--- config.mk ---
export PLATFORM = sky130hd
export DESIGN_NAME = pair_avg_sequencer
export DESIGN_NICKNAME = d
export VERILOG_FILES = /design/src/rtl/pair_avg_sequencer.sv
export SDC_FILE = /design/constraint.sdc
export NUM_CORES = 1
export LEC_CHECK = 0
export BUFFER_PORTS_ARGS = -buffer_cell sky130_fd_sc_hd__buf_2
export CORE_MARGIN = 3
export CORE_UTILIZATION = 35
export DETAILED_ROUTE_END_ITERATION = 12
export HOLD_SLACK_MARGIN = 0.03
export PLACE_DENSITY_LB_ADDON = 0.25
export SYNTH_ARGS = -nofsm -noshare
export SYNTH_HDL_FRONTEND = slang
export SYNTH_SLANG_ARGS = --single-unit
export TNS_END_PERCENT = 5
--- constraint.sdc ---
create_clock -name clk -period 8.4 [get_ports clk]
set_clock_uncertainty 0.1 [all_clocks]
set_input_delay 0.84 -clock clk [delete_from_list [all_inputs] [get_ports clk]]
set_output_delay 0.84 -clock clk [all_outputs]
set_load 0.02 [all_outputs]
--- src/rtl/pair_avg_sequencer.sv ---
// Stride-pair averaging sequencer: captures a frame of DEPTH samples, then
// streams the rounded average of buf[i] and buf[i+STRIDE] with backpressure.
module pair_avg_sequencer #(
  parameter int unsigned DW     = 8,
  parameter int unsigned DEPTH  = 128,
  parameter int unsigned STRIDE = 8
) (
  input  logic          clk,
  input  logic          reset,
  input  logic          start,
  input  logic          in_valid,
  input  logic [DW-1:0] in_data,
  output logic          in_ready,
  output logic          out_valid,
  output logic [DW-1:0] out_data,
  input  logic          out_ready,
  output logic          out_last,
  output logic          busy,
  output logic          done
);

  localparam int unsigned AW   = (DEPTH > 1) ? $clog2(DEPTH) : 1;
  localparam int unsigned NRES = DEPTH - STRIDE;

  generate
    if (STRIDE < 1 || STRIDE >= DEPTH) begin : g_bad_stride
      $error("pair_avg_sequencer: STRIDE must satisfy 1 <= STRIDE < DEPTH");
    end
  endgenerate

  typedef enum logic [1:0] {
    S_IDLE    = 2'd0,
    S_FILL    = 2'd1,
    S_COMPUTE = 2'd2,
    S_DONE    = 2'd3
  } state_t;

  state_t        state;
  state_t        state_next;
  logic [AW-1:0] wr_idx;
  logic [AW-1:0] rd_idx;
  logic [DW-1:0] mem [DEPTH];
  logic          wr_en;
  logic          load;
  logic          advance;
  logic [AW-1:0] rd_addr;
  logic [AW-1:0] rd_pair;
  logic [DW:0]   sum;
  logic [DW-1:0] avg;
  logic          last_next;

  // Read address of the result being loaded: the displayed index on the first
  // load of a frame, the following index when a handshake advances the stream.
  // Never points past the final pair, so rd_pair stays inside the buffer.
  always_comb begin
    rd_addr   = (out_valid && !out_last) ? rd_idx + AW'(1) : rd_idx;
    rd_pair   = rd_addr + AW'(STRIDE);
    sum       = {1'b0, mem[rd_addr]} + {1'b0, mem[rd_pair]};
    avg       = sum[DW:1] + DW'(sum[0]);
    last_next = (rd_addr == AW'(NRES - 1));
  end

  // State register.
  always_ff @(posedge clk) begin
    if (reset) state <= S_IDLE;
    else       state <= state_next;
  end

  // Next-state and datapath strobes.
  always_comb begin
    state_next = state;
    wr_en      = 1'b0;
    load       = 1'b0;
    advance    = 1'b0;
    case (state)
      S_IDLE: begin
        if (start) state_next = S_FILL;
      end
      S_FILL: begin
        if (in_valid && in_ready) begin
          wr_en = 1'b1;
          if (wr_idx == AW'(DEPTH - 1)) state_next = S_COMPUTE;
        end
      end
      S_COMPUTE: begin
        if (!out_valid) begin
          load = 1'b1;
        end else if (out_ready) begin
          if (out_last) begin
            state_next = S_DONE;
          end else begin
            load    = 1'b1;
            advance = 1'b1;
          end
        end
      end
      S_DONE: begin
        state_next = S_IDLE;
      end
      default: begin
        state_next = S_IDLE;
      end
    endcase
  end

  // Sample buffer; contents are don't-care after reset.
  always_ff @(posedge clk) begin
    if (wr_en) mem[wr_idx] <= in_data;
  end

  // Indices and status outputs, registered from the next state.
  always_ff @(posedge clk) begin
    if (reset) begin
      wr_idx   <= '0;
      rd_idx   <= '0;
      in_ready <= 1'b0;
      busy     <= 1'b0;
      done     <= 1'b0;
    end else begin
      in_ready <= (state_next == S_FILL);
      busy     <= (state_next != S_IDLE);
      done     <= (state_next == S_DONE);
      if (state == S_IDLE)                               wr_idx <= '0;
      else if (wr_en && wr_idx != AW'(DEPTH - 1))        wr_idx <= wr_idx + AW'(1);
      if (state == S_FILL)                               rd_idx <= '0;
      else if (advance)                                  rd_idx <= rd_idx + AW'(1);
    end
  end

  // Result register; holds while stalled, drops valid after the final handshake.
  always_ff @(posedge clk) begin
    if (reset) begin
      out_valid <= 1'b0;
      out_data  <= '0;
      out_last  <= 1'b0;
    end else if (load) begin
      out_valid <= 1'b1;
      out_data  <= avg;
      out_last  <= last_next;
    end else if (state_next == S_DONE) begin
      out_valid <= 1'b0;
    end
  end

endmodule
## Yosys cells after proc, flatten, opt, wreduce, memory -nomap -nowiden

Memories as Yosys holds them, arrays and structs flattened.
Index checks and enable logic that the tools add are counted.

| word-level totals | value |
|---|---|
| register bits | 29 |
| latch bits | 0 |
| RAM bits | 1024 |
| ROM bits | 0 |
| output and inout port bits | 13 |
| memories kept | 1 |

Memories:

| memory | depth | bits a word | rd ports | clocked after Yosys merged registers in | wr ports | RTL line | source |
|---|---|---|---|---|---|---|---|
| mem | 128 | 8 | 2 | 0 | 1 | 42 | `logic [DW-1:0] mem [DEPTH];` |

| operators by class | value |
|---|---|
| $add $sub $neg | 5 |
| multiply operators | 0 |
| divide/modulo/power cells | 0 |
| magnitude comparators | 0 |
| equal/unequal tests | 8 |
| shift operators | 0 |
| multiplexer cells | 20 |
| bitwise logic cells | 0 |
| reduce and logical (&&, ||, !) cells | 9 |

Operators by type and width:

| kind | count |
|---|---|
| adder 7 x 1 -> 7 bit, second input constant | 2 |
| equality test 7 bit, second input constant | 2 |
| 2-to-1 mux 1 bit | 12 |
| 2-to-1 mux 2 bit | 6 |
| adder 8 x 8 -> 9 bit | 1 |
| adder 8 x 1 -> 8 bit | 1 |
| one-hot mux 2 bit (4 select lines) | 1 |
| adder 7 x 4 -> 7 bit, second input constant | 1 |
| 2-to-1 mux 7 bit | 1 |
| != test 7 bit, second input constant | 1 |
| equality test 2 bit, second input constant | 3 |
| equality test 2 x 1 -> 1 bit, second input constant | 2 |
| nonzero test 2 bit | 2 |
| OR reduction 2 bit | 2 |
| logical AND 1 bit | 3 |
| zero test 2 bit | 1 |
| zero test 1 bit | 1 |

## Depth between registers and ports, before layout

| logic depth | value |
|---|---|
| depth after elaboration | 7 |
| depth in mapped cells | 27 |
| depth with buffers taken out | 21 |

## Worst setup path after synthesis

No wires, ideal clock.

| timing path | value |
|---|---|
| path type | register -> register |
| start | reg out_valid |
| end | reg out_data[7] |
| setup time | 122 ps |
| data arrival time | 5192 ps |
| data required time | 8178 ps |
| path slack | 2986 ps |
| stages on the path, launching flop included | 26 |
| buffers on the path | 6 |
| period minus slack after synthesis | 5414 ps |
| cell sequence | dfxtp_1 -> buf_6 -> nand2b_4 -> buf_4 -> nor3_1 -> nor2_2 -> inv_2 -> buf_2 -> buf_2 -> buf_2 -> ha_1 -> clkbuf_1 -> nor2_1 -> a22oi_1 -> a211oi_1 -> nor3_1 -> ha_1 -> fa_1 -> a21o_1 -> a21oi_1 -> o21bai_1 -> a21oi_1 -> xnor2_1 -> and3_1 -> a21oi_1 -> a311o_1 |

| on the way | value |
|---|---|
| cells in the longest elaborated chain, start to end | 6 |

RTL lines:

| item | RTL line | source |
|---|---|---|
| from (decl) | 14 | `output logic out_valid,` |
| from (signal assigned) | 133 | `out_valid <= 1'b0;` |
| from (signal assigned) | 137 | `out_valid <= 1'b1;` |
| from (signal assigned) | 141 | `out_valid <= 1'b0;` |
| logical AND 1 bit | 56 | `rd_addr = (out_valid && !out_last) ? rd_idx + AW'(1) : rd_idx;` |
| 2-to-1 mux 7 bit | 56 |  |
| adder 7 x 4 -> 7 bit | 57 | `rd_pair = rd_addr + AW'(STRIDE);` |
| memory (128 x 8 bit) | - |  |
| adder 8 x 8 -> 9 bit | 58 | `sum = {1'b0, mem[rd_addr]} + {1'b0, mem[rd_pair]};` |
| adder 8 x 1 -> 8 bit | 59 | `avg = sum[DW:1] + DW'(sum[0]);` |
| to (signal assigned) | 138 | `out_data <= avg;` |
| to (decl) | 15 | `output logic [DW-1:0] out_data,` |

Several ways; a longest one is shown, not always the timed one.
A chain may end at the register's enable or synchronous reset.

## Worst setup path in the final report

| timing path | value |
|---|---|
| start | reg rd_idx[0] |
| end | reg out_data[7] |

| on the way | value |
|---|---|
| cells in the longest elaborated chain, start to end | 6 |

RTL lines:

| item | RTL line | source |
|---|---|---|
| from (decl) | 41 | `logic [AW-1:0] rd_idx;` |
| from (signal assigned) | 126 | `else if (advance) rd_idx <= rd_idx + AW'(1);` |
| adder 7 x 1 -> 7 bit | 56 |  |
| 2-to-1 mux 7 bit (*) | 56 |  |
| adder 7 x 4 -> 7 bit | 57 |  |
| memory (128 x 8 bit) (*) | - |  |
| adder 8 x 8 -> 9 bit (*) | 58 |  |
| adder 8 x 1 -> 8 bit (*) | 59 |  |

Every way passes the cells marked *; elsewhere a longest branch is shown, timed or not.

==> results.tsv <==
stage	metric	value	unit
outcome	status	finished clean	
final_layout	layout_commonest_cell	edfxtp_1	
worst_setup_path	cpMaxStageDelayCell	and2_1	
grt	antenna_found_initial	2	
floorplan	rows	130	
worst_setup_path	critPathRequiredTime	8.88	ns
floorplan	dieWidth	362.9	um
sta	rsz0062_at_grt	no	
routing	drc	0	
placement	place.gp.congestion	0.9339	
placement	dpl_worst_slack	2.023	ns
worst_setup_path	crit_arrival	6.93	ns
worst_setup_path	path_cells	buf_4, nand3_1, nor3_1, nor2_4, buf_4, inv_2, buf_4, and2_1, a22o_1, a221oi_1, o22ai_1, nor3_1, ha_1, fa_1, a21o_1, a21oi_1, o21bai_1, a21oi_1, xnor2_1, and3_1, a21oi_1, a311o_1	
grt	gr-total-overflow	0	
floorplan	start_util	35.37	%
clock_tree	post_cts_resized	0	
final_layout	final_cell_mix	1024 x edfxtp_1, 265 x mux2i_1, 211 x nor2_1	
floorplan	ios	26	
floorplan	die_h	362.9	um
synthesis	synth_top_area_share	68.96	%
clock_tree	numCtsBuffers	110	
clock_tree	path_clk_slew	0.06	ns
worst_setup_path	critPathMaxStageDelay	0.74	ns
final_layout	nNetsFinal	2686	
final_layout	final_cells	4400	
routing	vias	24730	
sta	slew_viol_final	0	
synthesis	yosysWarnings	0	
hold_path	hold_class	flop to flop	
synthesis	syn_avg_cell_area	17.03	um^2
clock_tree	cts_tree	built	
pwr	peakVddDrop	0.1473	mV
grt	grt_use_total	18.61	%
flow_run	max-cap-violations	0	
synthesis	syn_inst	2619	
worst_setup_path	cp_max_fo	46	
floorplan	core_area	0.1261	mm^2
grt	grt_pass1_vias	24680	
synthesis	synth_fp_nets	2647	
synthesis	synth_top_area_cell	edfxtp_1	
routing	first_pass_iters	8	
clock_tree	clock_latency	0.70	ns
clock_tree	cts_hold_buf	0	
placement	dp_hpwl	78480	um
synthesis	ys_types	86	
placement	placed_cells	4196	
clock_tree	cts_max_path_buffers	3	
routing	vias_per_cell	5.621	
sta	postLayoutSetupSlackWorst	1.954	ns
sta	slew_headroom	21.01	%
routing	drt_iter0_drc	2724	
clock_tree	cts.sinks	1053	
sta	hold_ws	0.4023	ns
worst_setup_path	crit_type	flop to flop	
synthesis	ys_top_cells_by_area	edfxtp_1 69%, mux4_2 8.1%, mux2i_1 5.9%, nor2_1 1.8%, dfxtp_1 1.3%	
sta	hold_viol_final	0	
clock_tree	cts_root_buf	clkbuf_16	
clock_tree	cts_setup_buffers	0	
synthesis	ys_seq_area_share	70.26	%
floorplan	die-area	0.1317	mm^2
pwr	powerDensity	212.0	mW/mm^2
grt	grt_max_degree	104	
clock_tree	cts_max_level	3	
sta	tightest_slew	1.185	ns
pwr	leakage	15.28	nW
synthesis	ys.flop_type	edfxtp_1	
sta	finalCritPeriodShare	76.74	%
placement	port_buffers	25	
routing	final_antenna_net_count	0	
final_layout	drive_gt1_share	17.06	%
routing	wl_per_cell	27.99	um
sta	finalSetupTns	0	ns
synthesis	synth-seq-cells	1053	
synthesis	mappedNetlistArea	0.04459	mm^2
sta	finalSetupViolations	0	
synthesis	synth-async-reset-ratio	0	%
worst_setup_path	start_kind	flop	
sta	fmax	0.1551	GHz
grt	grt_pass1_wl	179600	um
final_layout	fin_util	39.63	%
final_layout	area_growth	12.02	%
final_layout	fill_cells	11250	
sta	period_minus_slack	6.446	ns
synthesis	synth-edff-count	1024	
routing	drt-total-wl	123100	um
worst_setup_path	endpoint_kind	flop	
-- registers in the layout, summed over array words and instances (netlist names) --
signal and count:
rd_idx 7, busy 1, out_data 8, wr_idx 7, mem 1024, state 2, done 1, in_ready 1
out_valid 1, out_last 1
-- through the flow --
| stage | area, um^2 | power, W |
|---|---|---|
| 2_1_floorplan | 44590 | 0.005887 |
| 3_3_place_gp | 46460 | 0.005986 |
| 3_5_place_dp | 46460 | 0.005992 |
| 4_1_cts | 49950 | 0.01068 |
| 5_1_grt | 49950 | 0.01092 |
| 6_report | 49950 | 0.01059 |
-- synthesized netlist by cell type, types with 12 or more instances --
cell      instances
a21oi_1          65
mux2i_1         265
xnor2_1          14
nor3_1           36
buf_2            51
o32ai_1          16
o22ai_1          26
a211oi_1         12
buf_4            43
nor2_1          211
buf_6            15
or3_1            12
mux4_2          160
mux2_2           22
a22oi_1          58
nand2b_1         17
nand2_1         132
xor2_1           13
dfxtp_1          29
clkbuf_1         47
o21ai_0          20
edfxtp_1       1024
nand3_1          67
ha_1             14
a221oi_1         12
a32oi_1          28
-- worst paths after layout --
path	to	slack, ns	from	cells after the start
worst max register to register	out_data[7]	1.95	rd_idx[0]	22
worst max-delay path	out_data[7]	1.95	rd_idx[0]	22
worst min-delay path	out_data[1]	0.40	out_data[1]	2
worst min register to register	out_data[1]	0.40	out_data[1]	2
-- critical path, delay by kind of cell (launching register included) --
| kind | cells | cell delay [ns] |
|---|---|---|
| buffers and inverters | 4 | 1.36 |
| DFF | 1 | 0.35 |
| AOI/OAI and AO/OA | 9 | 1.59 |
| adders and majority gates | 2 | 0.71 |
| and+or+nand+nor | 6 | 2.02 |
| xor gates and xnor gates | 1 | 0.20 |
-- cell families after synthesis --
| group | Yosys count | synth area share [%] |
|---|---|---|
| compound gates | 352 | 5.895 |
| xor+xnor | 31 | 0.7267 |
| fa+ha+maj | 15 | 0.4377 |
| buf+inv | 171 | 2.222 |
| flops | 1053 | 70.26 |
| mux | 452 | 14.88 |
| simple gates | 545 | 5.581 |
-- routing by layer --
| metal | vias up | global-route usage [%] | wire, um | part of all wire (%) |
|---|---|---|---|---|
| met2 | 904 | 29.62 | 58170 | 47 |
| met3 | 171 | 2.942 | 7656 | 6.2 |
| met1 | 12960 | 26.92 | 54610 | 44 |
| met5 | - | 0 | 0 | 0 |
| li1 | 10700 | - | - | - |
| met4 | 0 | 4.267 | 2708 | 2.2 |
-- report_power, final --
| part | leakage (nW) | internal, W | switching, W |
|---|---|---|---|
| clock network | 1.70 | 0.00272 | 0.00199 |
| registers | 9.44 | 0.00576 | 0.00000113 |
| logic | 4.14 | 0.0000119 | 0.000105 |
-- layout make-up --
type                            instances  area, um^2  share of cell area [%]
Sequential cell                      1053       31340                   62.73
Multi-Input combinational cell       1395       12340                   24.71
Clock buffer                          134        2863                   5.731
Tap cell                             1650        2064                   4.133
Timing Repair Buffer                   92       695.7                   1.393
Clock inverter                         69       626.9                   1.255
Inverter                                6       22.52                 0.04508
Antenna cell                            1       2.502                0.005009
No activity file was read; power rests on OpenSTA's default activity.
